<file path="config.mk">
export PLATFORM = sky130hd
export DESIGN_NAME = mem_access_stage_flat
export DESIGN_NICKNAME = d
export VERILOG_FILES = /design/src/rtl/cpu_pkg.sv /design/src/rtl/mem_access_stage_if.sv /design/src/rtl/mem_access_stage.sv /design/src/flat_wrapper.sv
export SDC_FILE = /design/constraint.sdc
export NUM_CORES = 1
export LEC_CHECK = 0
export ABC_AREA = 1
export CAP_MARGIN = 40
export CORE_AREA = 8 8 178 180
export DETAILED_ROUTE_END_ITERATION = 7
export DIE_AREA = 0 0 186 188
export PLACE_DENSITY = 0.72
export SYNTH_ARGS = -nofsm -noshare
export SYNTH_HDL_FRONTEND = slang
export SYNTH_SLANG_ARGS = --single-unit
</file>
<file path="constraint.sdc">
create_clock -name clk -period 4 [get_ports clk]
set_input_delay 0.6 -clock clk [delete_from_list [all_inputs] [get_ports clk]]
set_output_delay 0.6 -clock clk [all_outputs]
set_load 0.02 [all_outputs]
</file>
<file path="src/rtl/cpu_pkg.sv">
// cpu_pkg
// Shared definitions for the MEM stage: MEM/WB buffer field offsets,
// the MEM stage state enum, the bubble constant and a helper that packs
// one MEM/WB buffer entry.
//   WB_RW   [134]     register write enable
//   WB_M2R  [133]     write-back selects loaded data
//   WB_RES  [132:69]  ALU result
//   WB_LOAD [68:5]    loaded data
//   WB_REG  [4:0]     destination register
package cpu_pkg;

    localparam int WB_W        = 135;
    localparam int WB_REG_LSB  = 0;
    localparam int WB_LOAD_LSB = 5;
    localparam int WB_RES_LSB  = 69;
    localparam int WB_M2R      = 133;
    localparam int WB_RW       = 134;

    localparam logic [WB_W-1:0] WB_BUBBLE = '0;

    typedef enum logic [1:0] {
        IDLE = 2'd0,
        REQ  = 2'd1,
        WAIT = 2'd2
    } mem_state_t;

    // Builds one MEM/WB entry in the field order the write-back stage expects.
    function automatic logic [WB_W-1:0] pack_wb(
        input logic        reg_write,
        input logic        mem_to_reg,
        input logic [63:0] result,
        input logic [63:0] loaded,
        input logic [4:0]  rd
    );
        logic [WB_W-1:0] entry;
        entry                               = '0;
        entry[WB_RW]                        = reg_write;
        entry[WB_M2R]                       = mem_to_reg;
        entry[WB_RES_LSB +: 64]             = result;
        entry[WB_LOAD_LSB +: 64]            = loaded;
        entry[WB_REG_LSB +: 5]              = rd;
        return entry;
    endfunction

endpackage

</file>
<file path="src/rtl/mem_access_stage_if.sv">
// mem_access_stage_if
// Data-memory port of the MEM stage using a req/gnt/rvalid handshake.
//   req    stage -> memory   request pending (held until gnt)
//   we     stage -> memory   1 = store
//   addr   stage -> memory   byte address
//   wdata  stage -> memory   store data
//   gnt    memory -> stage   request accepted this cycle
//   rvalid memory -> stage   load data valid this cycle
//   rdata  memory -> stage   load data
// Modports: master (MEM stage side), slave (memory side).
interface mem_access_stage_if #(
    parameter int DATA_W = 64
);
    logic              req;
    logic              we;
    logic [DATA_W-1:0] addr;
    logic [DATA_W-1:0] wdata;
    logic              gnt;
    logic              rvalid;
    logic [DATA_W-1:0] rdata;

    modport master (
        output req, we, addr, wdata,
        input  gnt, rvalid, rdata
    );

    modport slave (
        input  req, we, addr, wdata,
        output gnt, rvalid, rdata
    );
endinterface

</file>
<file path="src/rtl/mem_access_stage.sv">
// mem_access_stage
// MEM pipeline stage. Accepts one instruction from EX, performs a load or
// store over the data-memory interface and registers the 135-bit MEM/WB
// buffer. EX is stalled (ex_ready low) while a memory access is in flight.
// Ports:
//   clk, rst_n              clock, asynchronous active-low reset
//   ex_valid / ex_ready     EX handshake (ex_ready high only in IDLE)
//   ex_alu_result           ALU result, also the memory address
//   ex_store_data, ex_rd    store data, destination register
//   ex_mem_read/_write      load / store (both set = store)
//   ex_mem_to_reg/_reg_write  write-back control
//   dmem                    data-memory master port
//   wb_buf                  MEM/WB buffer, bubble on any non-retiring edge
//   dmem_timeout            one-cycle pulse when an access is aborted
//   align_fault             one-cycle pulse on a misaligned memory op
// Optional feature: define MEM_ALIGN_CHECK_EN to reject memory ops whose
// address is not 8-byte aligned; otherwise align_fault stays 0.
module mem_access_stage
    import cpu_pkg::*;
#(
    parameter int DATA_W   = 64,
    parameter int REG_W    = 5,
    parameter int MAX_WAIT = 16
) (
    input  logic                 clk,
    input  logic                 rst_n,
    input  logic                 ex_valid,
    output logic                 ex_ready,
    input  logic [DATA_W-1:0]    ex_alu_result,
    input  logic [DATA_W-1:0]    ex_store_data,
    input  logic [REG_W-1:0]     ex_rd,
    input  logic                 ex_mem_read,
    input  logic                 ex_mem_write,
    input  logic                 ex_mem_to_reg,
    input  logic                 ex_reg_write,
    mem_access_stage_if.master   dmem,
    output logic [WB_W-1:0]      wb_buf,
    output logic                 dmem_timeout,
    output logic                 align_fault
);

    localparam int CNT_W = (MAX_WAIT > 1) ? $clog2(MAX_WAIT) + 1 : 1;

    mem_state_t         state, state_next;
    logic [CNT_W-1:0]   wait_cnt, wait_cnt_next;

    logic               lat_rd_valid_unused;
    logic [REG_W-1:0]   lat_rd, lat_rd_next;
    logic               lat_rw, lat_rw_next;
    logic               lat_m2r, lat_m2r_next;

    logic               req_next, we_next, timeout_next, align_next;
    logic [DATA_W-1:0]  addr_next, wdata_next;
    logic [WB_W-1:0]    wb_next;

    logic               accept, is_mem, misaligned, timeout_hit;

    assign lat_rd_valid_unused = 1'b0;

    assign ex_ready = (state == IDLE);
    assign accept   = ex_valid & ex_ready;
    assign is_mem   = ex_mem_read | ex_mem_write;

`ifdef MEM_ALIGN_CHECK_EN
    assign misaligned = is_mem & (|ex_alu_result[2:0]);
`else
    assign misaligned = 1'b0;
`endif

    // The counter holds the number of edges already spent in REQ/WAIT, so the
    // edge that would bring it to MAX_WAIT is the one that aborts.
    assign timeout_hit = (MAX_WAIT != 0) && (state != IDLE) &&
                         (wait_cnt == CNT_W'(MAX_WAIT - 1));

    // State register.
    always_ff @(posedge clk or negedge rst_n) begin
        if (!rst_n) state <= IDLE;
        else        state <= state_next;
    end

    // Next-state logic; timeout takes priority over gnt/rvalid on the same edge.
    always_comb begin
        state_next = state;
        case (state)
            IDLE: if (accept && is_mem && !misaligned) state_next = REQ;
            REQ: begin
                if (timeout_hit)   state_next = IDLE;
                else if (dmem.gnt) state_next = dmem.we ? IDLE : WAIT;
            end
            WAIT: begin
                if (timeout_hit || dmem.rvalid) state_next = IDLE;
            end
            default: state_next = IDLE;
        endcase
    end

    // Next values for every registered output and latched instruction field.
    // dmem.addr doubles as the latched ALU result for memory ops.
    always_comb begin
        wb_next       = WB_BUBBLE;
        req_next      = dmem.req;
        we_next       = dmem.we;
        addr_next     = dmem.addr;
        wdata_next    = dmem.wdata;
        timeout_next  = 1'b0;
        align_next    = 1'b0;
        wait_cnt_next = (state == IDLE) ? '0 : wait_cnt + 1'b1;
        lat_rd_next   = lat_rd;
        lat_rw_next   = lat_rw;
        lat_m2r_next  = lat_m2r;
        case (state)
            IDLE: begin
                if (accept) begin
                    if (!is_mem) begin
                        wb_next = pack_wb(ex_reg_write, ex_mem_to_reg,
                                          ex_alu_result, '0, ex_rd);
                    end else if (misaligned) begin
                        align_next = 1'b1;
                    end else begin
                        req_next     = 1'b1;
                        we_next      = ex_mem_write;
                        addr_next    = ex_alu_result;
                        wdata_next   = ex_store_data;
                        lat_rd_next  = ex_rd;
                        lat_rw_next  = ex_reg_write;
                        lat_m2r_next = ex_mem_to_reg;
                    end
                end
            end
            REQ: begin
                if (timeout_hit) begin
                    req_next     = 1'b0;
                    timeout_next = 1'b1;
                end else if (dmem.gnt) begin
                    req_next = 1'b0;
                    if (dmem.we)
                        wb_next = pack_wb(lat_rw, lat_m2r, dmem.addr, '0, lat_rd);
                end
            end
            WAIT: begin
                if (timeout_hit)
                    timeout_next = 1'b1;
                else if (dmem.rvalid)
                    wb_next = pack_wb(lat_rw, lat_m2r, dmem.addr, dmem.rdata, lat_rd);
            end
            default: ;
        endcase
    end

    // Registered outputs and latched fields.
    always_ff @(posedge clk or negedge rst_n) begin
        if (!rst_n) begin
            wb_buf       <= WB_BUBBLE;
            dmem.req     <= 1'b0;
            dmem.we      <= 1'b0;
            dmem.addr    <= '0;
            dmem.wdata   <= '0;
            dmem_timeout <= 1'b0;
            align_fault  <= 1'b0;
            wait_cnt     <= '0;
            lat_rd       <= '0;
            lat_rw       <= 1'b0;
            lat_m2r      <= 1'b0;
        end else begin
            wb_buf       <= wb_next;
            dmem.req     <= req_next;
            dmem.we      <= we_next;
            dmem.addr    <= addr_next;
            dmem.wdata   <= wdata_next;
            dmem_timeout <= timeout_next;
            align_fault  <= align_next | lat_rd_valid_unused;
            wait_cnt     <= wait_cnt_next;
            lat_rd       <= lat_rd_next;
            lat_rw       <= lat_rw_next;
            lat_m2r      <= lat_m2r_next;
        end
    end

endmodule
</file>
<file path="src/flat_wrapper.sv">
// flat-port wrapper written by rule: the top's interface ports become plain ports
module mem_access_stage_flat import cpu_pkg::*;
#(
    parameter int DATA_W   = 64,
    parameter int REG_W    = 5,
    parameter int MAX_WAIT = 16
)
  (clk, rst_n, ex_valid, ex_ready, ex_alu_result, ex_store_data, ex_rd, ex_mem_read, ex_mem_write, ex_mem_to_reg, ex_reg_write, wb_buf, dmem_timeout, align_fault, dmem_req, dmem_we, dmem_addr, dmem_wdata, dmem_gnt, dmem_rvalid, dmem_rdata);
  mem_access_stage_if #(.DATA_W(DATA_W)) dmem_i ();
  input  logic clk;
  input  logic rst_n;
  input  logic ex_valid;
  output logic ex_ready;
  input  logic [DATA_W-1:0] ex_alu_result;
  input  logic [DATA_W-1:0] ex_store_data;
  input  logic [REG_W-1:0] ex_rd;
  input  logic ex_mem_read;
  input  logic ex_mem_write;
  input  logic ex_mem_to_reg;
  input  logic ex_reg_write;
  output logic [WB_W-1:0] wb_buf;
  output logic dmem_timeout;
  output logic align_fault;
  output wire logic [$bits(dmem_i.req)-1:0] dmem_req;
  output wire logic [$bits(dmem_i.we)-1:0] dmem_we;
  output wire logic [$bits(dmem_i.addr)-1:0] dmem_addr;
  output wire logic [$bits(dmem_i.wdata)-1:0] dmem_wdata;
  input wire logic [$bits(dmem_i.gnt)-1:0] dmem_gnt;
  input wire logic [$bits(dmem_i.rvalid)-1:0] dmem_rvalid;
  input wire logic [$bits(dmem_i.rdata)-1:0] dmem_rdata;
  assign dmem_req = dmem_i.req;
  assign dmem_we = dmem_i.we;
  assign dmem_addr = dmem_i.addr;
  assign dmem_wdata = dmem_i.wdata;
  assign dmem_i.gnt = dmem_gnt;
  assign dmem_i.rvalid = dmem_rvalid;
  assign dmem_i.rdata = dmem_rdata;
  mem_access_stage #(.DATA_W(DATA_W), .REG_W(REG_W), .MAX_WAIT(MAX_WAIT)) u_core (.clk(clk), .rst_n(rst_n), .ex_valid(ex_valid), .ex_ready(ex_ready), .ex_alu_result(ex_alu_result), .ex_store_data(ex_store_data), .ex_rd(ex_rd), .ex_mem_read(ex_mem_read), .ex_mem_write(ex_mem_write), .ex_mem_to_reg(ex_mem_to_reg), .ex_reg_write(ex_reg_write), .dmem(dmem_i), .wb_buf(wb_buf), .dmem_timeout(dmem_timeout), .align_fault(align_fault));
endmodule
</file>
# Yosys cells after proc, flatten, opt, wreduce, memory -nomap -nowiden
# Index checks and enable logic that the tools add are counted.
# classes
addsub	1
eq_ne	8
muxes	22
n_bitwise	2
n_reduce_logical	10
# ops
cell	n
135-bit 2-to-1 mux	7
135-bit one-hot mux with 3 select lines	1
2-bit 2-to-1 mux	5
1-bit 2-to-1 mux	6
2-bit != test (second input constant)	3
2-bit one-hot mux with 3 select lines	1
3-bit AND reduction	2
5-bit by 1-bit adder with 5-bit output (second input constant)	1
5-bit by 4-bit equality test with 1-bit output (second input constant)	1
5-bit 2-to-1 mux	1
4-bit AND reduction	1
2-bit nonzero test	2
3-bit by 2-bit != test with 1-bit output (second input constant)	1
2-bit by 1-bit equality test with 1-bit output (second input constant)	1
2-bit equality test (second input constant)	1
1-bit logical AND	2
2-bit logical NOT	1
2-bit by 1-bit != test with 1-bit output (second input constant)	1
1-bit one-hot mux with 2 select lines	1
2-bit OR reduction	1
1-bit bitwise AND	1
1-bit logical OR	1
1-bit OR	1
# word_totals
regBits	280
output_inout_bits	268
wordCells	54

# Logic depth before layout (Yosys ltp)
# Gate-level depths: netlist (run 1).
# logic_depth
depth_word	5
depth_mapped	10

# Worst setup path before layout (run 1)
# OpenSTA, ideal clock, no wires.
# synth_path
path_kind	reg-to-reg
from	register u_core.state[0]
to	register u_core.dmem.wdata[17]
arrival_ns	1.628
required_ns	3.883
setup_slack_ns	2.255
path_stages_with_launch	11
cell_sequence	dfrtp_1 > inv_1 > ha_1 > buf_4 > nand2_2 > nor2_4 > inv_2 > buf_6 > buf_2 > nand2_1 > nand2_1
# synth_via
elab_chain_cells	3
# synth_rtl
item	line_no	source
from (decl)	mem_access_stage.sv:44	mem_state_t state, state_next;
from (signal assigned)	mem_access_stage.sv:78	else state <= state_next;
2-bit logical NOT *	mem_access_stage.sv:60	assign ex_ready = (state == IDLE);
net ex_ready	flat_wrapper.sv:13	output logic ex_ready;
1-bit bitwise AND	mem_access_stage.sv:61	assign accept = ex_valid & ex_ready;
3-bit AND reduction (no source line) *	-	
to (signal assigned)	mem_access_stage.sv:169	dmem.wdata <= wdata_next;
to (decl)	mem_access_stage_if.sv:23	output req, we, addr, wdata,
# The timed path passes the listed nets; every way through them passes the cells marked *.
# A chain may end at the register's enable or synchronous reset.

# Worst setup path after layout (run 1)
# layout_path
from	register u_core.state[0]
to	output port ex_ready
# layout_via
elab_chain_cells	1
# layout_rtl
item	line_no
2-bit logical NOT	mem_access_stage.sv:60
to (decl)	flat_wrapper.sv:13
# No other way between the ends.

==> flow_summary_export.csv, run 1 <==
group,metric,value,unit
global_route,grt_pass1_vias,10100,
timing,hold_ws,0.107,ns
timing,max_freq,0.359,GHz
power_and_ir_drop,peakVddDrop,0.000412,V
global_route,grt_pass1_wl,58500,um
yosys,ys_top_cells_by_area,"dfrtp_1 66%, nand2_1 17%, nand3_1 3.5%",
timing,slew_headroom,0.410,
setup_path,endpoint_kind,"output port",
setup_path,reg2reg_from,"u_core.state[0]",
hold_path,worstHoldPathType,"input port to async pin",
timing,max_slew.worst_pin.slew,0.885,ns
detailed_routing,dr.pass1.iters,5,
clocking,cts_setup_buffers,0,
finish,final_common_cell,"nand2_1",
outcome,outcome,"complete, no violations",
timing,hold_viol,0,
yosys,synthMuxAreaShare,0,
timing,period_share,0.696,
setup_path,critPathKind,"register to output port",
global_route,grt_start_max_net_pins,140,
place,portBuffers,472,
finish,drive_above_1_share,0.0458,
yosys,synth_compound_area_frac,0.0375,
clocking,clock-sinks,280,
clocking,cts_tree,"built",
detailed_routing,vias,9536,
finish,insertedDiodeCount,0,
finish,fin_util,0.581,
clocking,cts_resized,0,
detailed_routing,drc,0,
setup_path,crit_fanout,11,
yosys,ys_warn_count,0,
timing,setup_viol,0,
die,start_util,0.368,
timing,skew,0.0161,ns
power_and_ir_drop,leakage,8.16,nW
place,dp_slack,1.37,ns
finish,final_cell_mix,"494 x nand2_1, 471 x clkdlybuf4s50_1, 280 x dfrtp_1",
setup_path,crit_path_start,"u_core.state[0]",
setup_path,critPathCapture,"ex_ready",
power_and_ir_drop,powerDensity,732,mW/mm2
yosys,synth_top_family_by_area,"simple AND/OR/NAND/NOR gates",
setup_path,reg2reg_setup_slack,1.56,ns
detailed_routing,avgRoutedWirePerCell,18.8,um
power_and_ir_drop,fin_total_pwr,12.3,mW
yosys,yosysTopAreaCell,"dfrtp_1",
detailed_routing,ant_nets,0,
setup_path,crit_arrival,2.19,ns
die,io_pins,474,
place,gp_congestion,0.861,
setup_path,start_kind,"register",
yosys,syn_nets,1375,
global_route,antenna_found_initial,0,
clocking,clk_path_buf_depth,3,
detailed_routing,wl,38200,um
clocking,cts_buffers,30,
timing,worst_slack,1.21,ns
die,core,0.0290,mm2
detailed_routing,drt_iter0_markers,593,
detailed_routing,via_per_inst,4.70,
flow_run,cap_violations,0,
setup_path,crit_required,3.40,ns
yosys,synthCells,1163,
setup_path,reg2reg_to,"u_core.wb_buf[92]",
finish,synthToLayoutAreaGrowth,57.9,%
yosys,yosysTopAreaCellShare,0.656,
timing,finalSetupTns,0,ns
clocking,root_buffer,"clkbuf_16",
place,post-dp-hpwl,27300,um
yosys,avgSynthCellArea,9.18,um2
timing,post-route-min-period,2.79,ns
die,fp.dieH,188,um
die,dieArea,0.0350,mm2
yosys,synth_seq_cells,280,
clocking,cts.htree.levels,1,
die,rows,63,
setup_path,r2r_cells,7,
global_route,grt_use_total,0.213,
clocking,clk_pin_slew,0.06,ns
yosys,syn_area,0.0107,mm2
die,fp.dieW,186,um
finish,layout.nets,1826,
timing,rsz0062_at_grt,"no",
clocking,clkLatencyLatePin,0.55,ns
yosys,yosys.area_share.adder,0.00703,
clocking,holdBufCountCts,0,
yosys,synthSimpleGateAreaFrac,0.240,
yosys,ys_seq_area_frac,0.656,
global_route,grt_overflow_total,0,
yosys,synthDistinctLibCells,18,
timing,slew_violations,0,
yosys,synth_xor_area_frac,0,
-- cell families after synthesis --
| kind of cell | after synthesis |
|---|---|
| DFF | 280 |
| adders and majority gates | 6 |
| buffers and inverters | 146 |
| and+or+nand+nor | 651 |
| AOI/OAI and AO/OA | 79 |
| other | 1 |
-- flip-flops by register name, indices dropped and copies added (netlist names) --
signal / flops
u_core.dmem.addr: 64
u_core.dmem.req: 1
u_core.wait_cnt: 5
u_core.dmem.wdata: 64
u_core.lat_rw: 1
u_core.wb_buf: 135
u_core.lat_m2r: 1
u_core.lat_rd: 5
u_core.dmem.we: 1
u_core.dmem_timeout: 1
u_core.state: 2
-- power breakdown --
group | internal [mW] | switching [mW]
clock network | 1.91 | 1.14
registers | 3.75 | 0.575
logic | 2.11 | 2.85
total | 7.77 | 4.56
-- critical path, stage by stage (launching register included) --
cell and delay (ns):
dfrtp_1 0.43, inv_1 0.12, ha_1 0.38, clkdlybuf4s50_1 0.71
-- synthesized netlist by cell type --
master and instances:
nand2_1 497, clkbuf_1 22, ha_1 6, buf_2 35
a21oi_1 73, o21bai_1 2, o21ai_0 4, dfrtp_1 280
conb_1 1, nand3_1 74, nor2_4 2, buf_6 1
inv_2 1, nand4_1 2, inv_1 78, buf_4 9
nor2_1 75, nand2_2 1
-- cell type report --
type	count	area [um2]
Clock buffer	42	876
Clock inverter	14	238
Fill cell	2480	12200
Inverter	79	299
Multi-Input combinational cell	737	3060
Sequential cell	280	7010
Tap cell	390	488
Timing Repair Buffer	486	4880
-- stage by stage --
step	area (um2)	cells
final	16900	2028
after global routing	16900	2028
after CTS	16900	2028
after detailed placement	15700	1972
after global placement	15700	1972
after floorplan	10700	1163
-- metal layers --
metal,share of wire,track usage,routed length [um]
met5,0,0,0
met1,0.38,0.245,14300
met4,0.027,0.0651,1030
met3,0.10,0.0685,3960
met2,0.49,0.369,18900
-- worst min path at each step --
| stage | start | end | slack (ns) |
|---|---|---|---|
| after floorplan | rst_n | u_core.dmem.addr[0] | 0.30 |
| after global placement | u_core.wait_cnt[0] | u_core.wait_cnt[0] | 0.45 |
| after detailed placement | u_core.dmem.wdata[19] | u_core.dmem.wdata[19] | 0.46 |
| after CTS | rst_n | u_core.wb_buf[86] | 0.12 |
| after global routing | rst_n | u_core.wb_buf[69] | 0.14 |
| final | rst_n | u_core.dmem.addr[3] | 0.11 |
(Power assumes the default switching activity.)
==> inputs of run 2 (changes only) <==
--- a/config.mk
+++ b/config.mk
@@ -7,10 +7,10 @@
 export LEC_CHECK = 0
 export ABC_AREA = 1
 export CAP_MARGIN = 40
-export CORE_AREA = 8 8 178 180
+export CORE_MARGIN = 8
+export CORE_UTILIZATION = 38
 export DETAILED_ROUTE_END_ITERATION = 7
-export DIE_AREA = 0 0 186 188
-export PLACE_DENSITY = 0.72
+export PLACE_DENSITY = 0.77
 export SYNTH_ARGS = -nofsm -noshare
 export SYNTH_HDL_FRONTEND = slang
 export SYNTH_SLANG_ARGS = --single-unit
==> constraint.sdc (replaced) <==
create_clock -name clk -period 2.3 [get_ports clk]
set_input_delay 0.345 -clock clk [delete_from_list [all_inputs] [get_ports clk]]
set_output_delay 0.345 -clock clk [all_outputs]
set_load 0.02 [all_outputs]
==> run 2 against run 1 <==
  * Die area decreased by 3.6%
  * Register-to-register slack got worse by 1.2 ns
  * Via count increased by 1.8%
  * Clock power increased by 58%
  * Total power increased by 72%
  * Count of clock-buffer cells in the layout decreased by 2
  * Final area increased by 0.28%
  * Setup slack got worse by 1.0 ns
  * Sequential cell count unchanged
  * Sequential share of layout area decreased by 0.12 points
  * Global-route usage increased by 0.92 points
==> flow_summary_export.csv, run 2 (synthesized netlist as in run 1, its figures left out) <==
group,metric,value,unit
outcome,outcome,"complete, no violations",
setup_path,crit_fanout,11,
timing,max_slew.worst_pin.slew,0.729,ns
setup_path,r2r_cells,7,
setup_path,start_kind,"register",
finish,top_register,"u_core.wb_buf",
finish,layout.nets,1835,
setup_path,critPathCapture,"ex_ready",
die,rows,61,
clocking,cts_setup_buffers,0,
timing,period_share,0.916,
flow_run,cap_violations,0,
hold_path,worstHoldPathType,"input port to register",
die,dieArea,0.0337,mm2
setup_path,crit_arrival,1.76,ns
timing,slew_headroom,0.514,
setup_path,crit_path_start,"u_core.state[0]",
clocking,clock-sinks,280,
timing,hold_ws,0.311,ns
timing,worst_slack,0.193,ns
detailed_routing,wl,38900,um
finish,seqCellArea,0.00701,mm2
global_route,grt_start_max_net_pins,74,
timing,post-route-min-period,2.11,ns
detailed_routing,drc,0,
finish,fin_util,0.610,
global_route,grt_overflow_total,0,
detailed_routing,avgRoutedWirePerCell,19.2,um
finish,fillers,2230,
timing,hold_viol,0,
clocking,root_buffer,"clkbuf_16",
setup_path,crit_required,1.96,ns
power_and_ir_drop,peakVddDrop,0.000665,V
finish,drive_above_1_share,0.0480,
place,dp_slack,0.228,ns
finish,synthToLayoutAreaGrowth,58.3,%
timing,max_freq,0.475,GHz
clocking,cts.htree.levels,1,
setup_path,critPathKind,"register to output port",
setup_path,endpoint_kind,"output port",
global_route,grt_pass1_wl,58800,um
detailed_routing,dr.pass1.iters,5,
die,io_pins,474,
place,gp_congestion,0.850,
global_route,grt_use_total,0.222,
clocking,clk_pin_slew,0.06,ns
timing,rsz0062_at_grt,"no",
die,core,0.0277,mm2
die,fp.dieH,184,um
clocking,cts_tree,"built",
timing,slew_violations,0,
clocking,clk_path_buf_depth,3,
die,fp.dieW,184,um
global_route,grt_pass1_vias,10200,
clocking,cts_buffers,29,
finish,reg_top3,"u_core.wb_buf x135, u_core.dmem.addr x64, u_core.dmem.wdata x64",
finish,largest_reg_flops,135,
finish,finalNonFillerCells,2024,
finish,multi_input_area,0.00306,mm2
finish,final_cell_mix,"494 x nand2_1, 470 x clkdlybuf4s50_1, 280 x dfrtp_1",
detailed_routing,via_per_inst,4.80,
timing,skew,0.0166,ns
timing,finalSetupTns,0,ns
setup_path,reg2reg_from,"u_core.state[0]",
setup_path,reg2reg_to,"u_core.wb_buf[30]",
detailed_routing,ant_nets,0,
place,post-dp-hpwl,28000,um
detailed_routing,vias,9711,
detailed_routing,drt_iter0_markers,719,
timing,setup_viol,0,
finish,final_common_cell,"nand2_1",
global_route,antenna_found_initial,3,
power_and_ir_drop,powerDensity,1250,mW/mm2
setup_path,reg2reg_setup_slack,0.33,ns
place,portBuffers,472,
place,place_inst,1969,
power_and_ir_drop,leakage,8.18,nW
die,start_util,0.385,
clocking,clkLatencyLatePin,0.55,ns
## run 2: cell types whose count changed in the layout (fill, tap and decap cells not counted), moves of 2 or more
| cell | change |
|---|---|
| buf_12 | +10 |
| bufinv_16 | -2 |
| clkbuf_1 | +3 |
| clkbuf_8 | -4 |
| clkinv_2 | +2 |
| ha_2 | +2 |
## run 2: worst min-delay path by stage
stage	startpoint	to	slack, ns	cells past startpoint
CTS	dmem_rdata[51]	u_core.wb_buf[56]	0.28	3
global placement	rst_n	u_core.dmem.wdata[31]	0.35	1
detailed placement	rst_n	u_core.dmem.wdata[31]	0.36	1
finish	dmem_rdata[51]	u_core.wb_buf[56]	0.31	3
global route	dmem_rdata[49]	u_core.wb_buf[54]	0.30	3
floorplan	rst_n	u_core.dmem.addr[0]	0.05	0
## run 2: critical path, cell delays in order (launching register included)
cell	delay [ns]
dfrtp_1	0.41
inv_1	0.12
ha_2	0.31
dlygate4sd2_1	0.38
## run 2: cell type report
cell class | instances | share of cell area
inverters | 79 | 0.0177
clock buffers | 40 | 0.0477
diodes | 1 | 0.000148
multi-input cells | 737 | 0.181
repair buffers | 496 | 0.301
clock inverters | 13 | 0.0102
flip-flops and latches | 280 | 0.415
well taps | 378 | 0.0280
## run 2: metrics by stage
stage	power [mW]	instance area [um2]
6_report	21.2	16900
5_1_grt	22.3	16900
4_1_cts	21.4	16900
3_5_place_dp	16.5	15900
3_3_place_gp	16.3	15900
2_1_floorplan	11.6	10700
## run 2: timing repair
action / 4_1_cts / 5_1_grt
resized for setup: 2 / 0
hold buffers: 1 / 0
setup endpoints to repair: 1 / 0
hold endpoints to repair: 61 / 0
## run 2: metal layers
metal	global-route usage	wire, um	up-vias
li1	-	-	4477
met4	0.0956	1820	2
met1	0.255	14400	4658
met2	0.380	18800	478
met5	0	9	-
met3	0.0658	3880	96
## run 2: power breakdown
| part | internal (mW) | switching, mW |
|---|---|---|
| logic | 3.79 | 5.04 |
| registers | 6.52 | 0.991 |
| clock network | 2.89 | 1.92 |
| total | 13.2 | 7.95 |
==> inputs of run 3 (changes only) <==
--- a/config.mk
+++ b/config.mk
@@ -6,11 +6,12 @@
 export NUM_CORES = 1
 export LEC_CHECK = 0
 export ABC_AREA = 1
-export CAP_MARGIN = 40
+export CAP_MARGIN = 20
 export CORE_MARGIN = 8
 export CORE_UTILIZATION = 38
 export DETAILED_ROUTE_END_ITERATION = 7
 export PLACE_DENSITY = 0.77
+export REMOVE_ABC_BUFFERS = 1
 export SYNTH_ARGS = -nofsm -noshare
 export SYNTH_HDL_FRONTEND = slang
 export SYNTH_SLANG_ARGS = --single-unit
==> run 3 against run 2 <==
  * Critical path depth did not move
  * Clock power rose by 4.4%
  * Critical endpoint unchanged
  * Non-clock buffer count did not move
  * Combinational power fell by 1%
  * Core utilization rose by 0.12 points
  * Count of clock-buffer cells in the layout rose by 1
  * First-iteration DRC count rose by 8.1%
  * Final area rose by 0.19%
  * Register-to-register slack improved by 0.08 ns
  * Sequential cell count did not move
==> flow_summary_export.csv, run 3 (synthesized netlist as in run 1, its figures left out) <==
group,metric,value,unit
outcome,outcome,"complete, no violations",
global_route,grt.busiest_layer,"met2",
die,io_pins,474,
die,core,0.0277,mm2
setup_path,slowest_delay,0.40,ns
hold_path,worstHoldPathType,"input port to register",
global_route,grt_pass1_vias,10000,
global_route,use_met1,0.244,
global_route,grt_start_max_net_pins,85,
setup_path,critPathKind,"register to output port",
timing,setup_viol,0,
clocking,clk_path_buf_depth,3,
finish,finalNonFillerCells,2024,
power_and_ir_drop,leakage,8.18,nW
setup_path,crit_chain,"inv_1, ha_2, dlygate4sd2_1",
setup_path,endpoint_kind,"output port",
clocking,cts_setup_buffers,0,
detailed_routing,wl,39000,um
setup_path,slowest_stage,"dfrtp_1",
die,rows,61,
place,portBuffers,472,
global_route,use_met3,0.0866,
timing,slew_headroom,0.617,
setup_path,cp_top_family,"buffers and inverters",
clocking,cts_tree,"built",
clocking,root_buffer,"clkbuf_16",
setup_path,start_kind,"register",
timing,max_freq,0.478,GHz
die,dieArea,0.0337,mm2
die,fp.dieW,184,um
timing,post-route-min-period,2.09,ns
finish,final_common_cell,"nand2_1",
die,start_util,0.385,
finish,layout.nets,1835,
clocking,clkLatencyLatePin,0.54,ns
timing,rsz0062_at_grt,"no",
flow_run,cap_violations,0,
clocking,cts_buffers,29,
finish,largest_reg_flops,135,
setup_path,crit_fanout,11,
timing,skew,0.00729,ns
finish,drive_above_1_share,0.0505,
finish,synthToLayoutAreaGrowth,58.6,%
timing,period_share,0.909,
power_and_ir_drop,powerDensity,1260,mW/mm2
global_route,grt_overflow_total,0,
clocking,clk_pin_slew,0.06,ns
setup_path,worst-path-buf-inv,2,
setup_path,crit_required,1.96,ns
detailed_routing,drt_iter0_markers,777,
detailed_routing,dr.pass1.iters,5,
detailed_routing,drc,0,
power_and_ir_drop,peakVddDrop,0.000784,V
finish,fillers,2210,
place,gp_congestion,0.810,
timing,finalSetupTns,0,ns
detailed_routing,via_per_inst,4.82,
detailed_routing,vias,9763,
global_route,grt_use_met2,0.379,
finish,top_register,"u_core.wb_buf",
global_route,antenna_found_initial,2,
detailed_routing,avgRoutedWirePerCell,19.3,um
place,post-dp-hpwl,28000,um
global_route,grt_use_total,0.223,
timing,slew_violations,0,
detailed_routing,ant_nets,0,
clocking,clock-sinks,280,
timing,hold_ws,0.312,ns
finish,final_cell_mix,"494 x nand2_1, 470 x clkdlybuf4s50_1, 280 x dfrtp_1",
timing,max_slew.worst_pin.slew,0.575,ns
clocking,cts.htree.levels,1,
global_route,grt_pass1_wl,58600,um
setup_path,crit_arrival,1.75,ns
die,fp.dieH,184,um
timing,hold_viol,0,
finish,reg_top3,"u_core.wb_buf x135, u_core.dmem.addr x64, u_core.dmem.wdata x64",
place,place_inst,1969,
run 3: cell count changes in the layout (fill, tap and decap cells not counted):
cell        delta
clkbuf_8       +6
nand2_2        +1
clkinv_4       -1
nand2_4        -1
clkinv_2       -5
clkbuf_1       -5
diode_2        +1
buf_4          +2
clkinvlp_4     +4
buf_12         -2
run 3: worst paths after layout:
path | startpoint | to | cells past startpoint | slack, ns
min reg2reg | u_core.wait_cnt[0] | u_core.wait_cnt[0] | 1 | 0.45
min | dmem_rdata[9] | u_core.wb_buf[14] | 3 | 0.31
max | u_core.state[0] | ex_ready | 3 | 0.21
max reg2reg | u_core.state[0] | u_core.wb_buf[6] | 8 | 0.41
min in group asynchronous | rst_n | u_core.wb_buf[70] | 2 | 0.38
max in group asynchronous | rst_n | u_core.dmem.wdata[63] | 3 | 1.23
run 3: worst register-to-register path, delay by kind of cell, from the launching register on:
| kind | cells | cell delay [ns] |
|---|---|---|
| buffers and inverters | 4 | 0.66 |
| AND/OR/NAND/NOR | 3 | 0.43 |
| adder cells (fa/ha/maj) | 1 | 0.31 |
| flip-flops | 1 | 0.40 |
run 3: report_power, final:
group,internal (mW),switching (mW)
logic,3.75,4.98
clock network,3.07,1.96
registers,6.52,1.05
run 3: final cells by class:
class | instances | area (um2) | share of cell area
multi-input cells | 737 | 3050 | 0.180
repair buffers | 496 | 5060 | 0.299
clock buffers | 41 | 871 | 0.0514
well taps | 378 | 473 | 0.0279
diodes | 2 | 5.00 | 0.000296
inverters | 79 | 299 | 0.0177
clock inverters | 11 | 169 | 0.00997
flip-flops and latches | 280 | 7010 | 0.414
run 3: what timing repair did:
action	in CTS	in global routing
endpoints found under the hold margin	52	0
setup endpoints to repair	1	0
resized for setup	2	0
hold buffers	1	0
run 3: per-layer routing:
layer	share of wire	vias up
li1	-	4464
met1	0.35	4708
met2	0.49	492
met3	0.12	97
met4	0.047	2
met5	0.00033	-
run 3: metrics by stage:
stage | instance area (um2) | power (mW) | utilization | worst slack, ns
floorplan | 10300 | 11.5 | - | -1.88
finish | 16900 | 21.3 | 0.611 | 0.209
detailed placement | 15900 | 16.4 | 0.573 | 0.314
global route | 16900 | 22.5 | 0.611 | 0.121
global placement | 15900 | 16.2 | 0.573 | 0.376
CTS | 16900 | 21.6 | 0.611 | 0.171
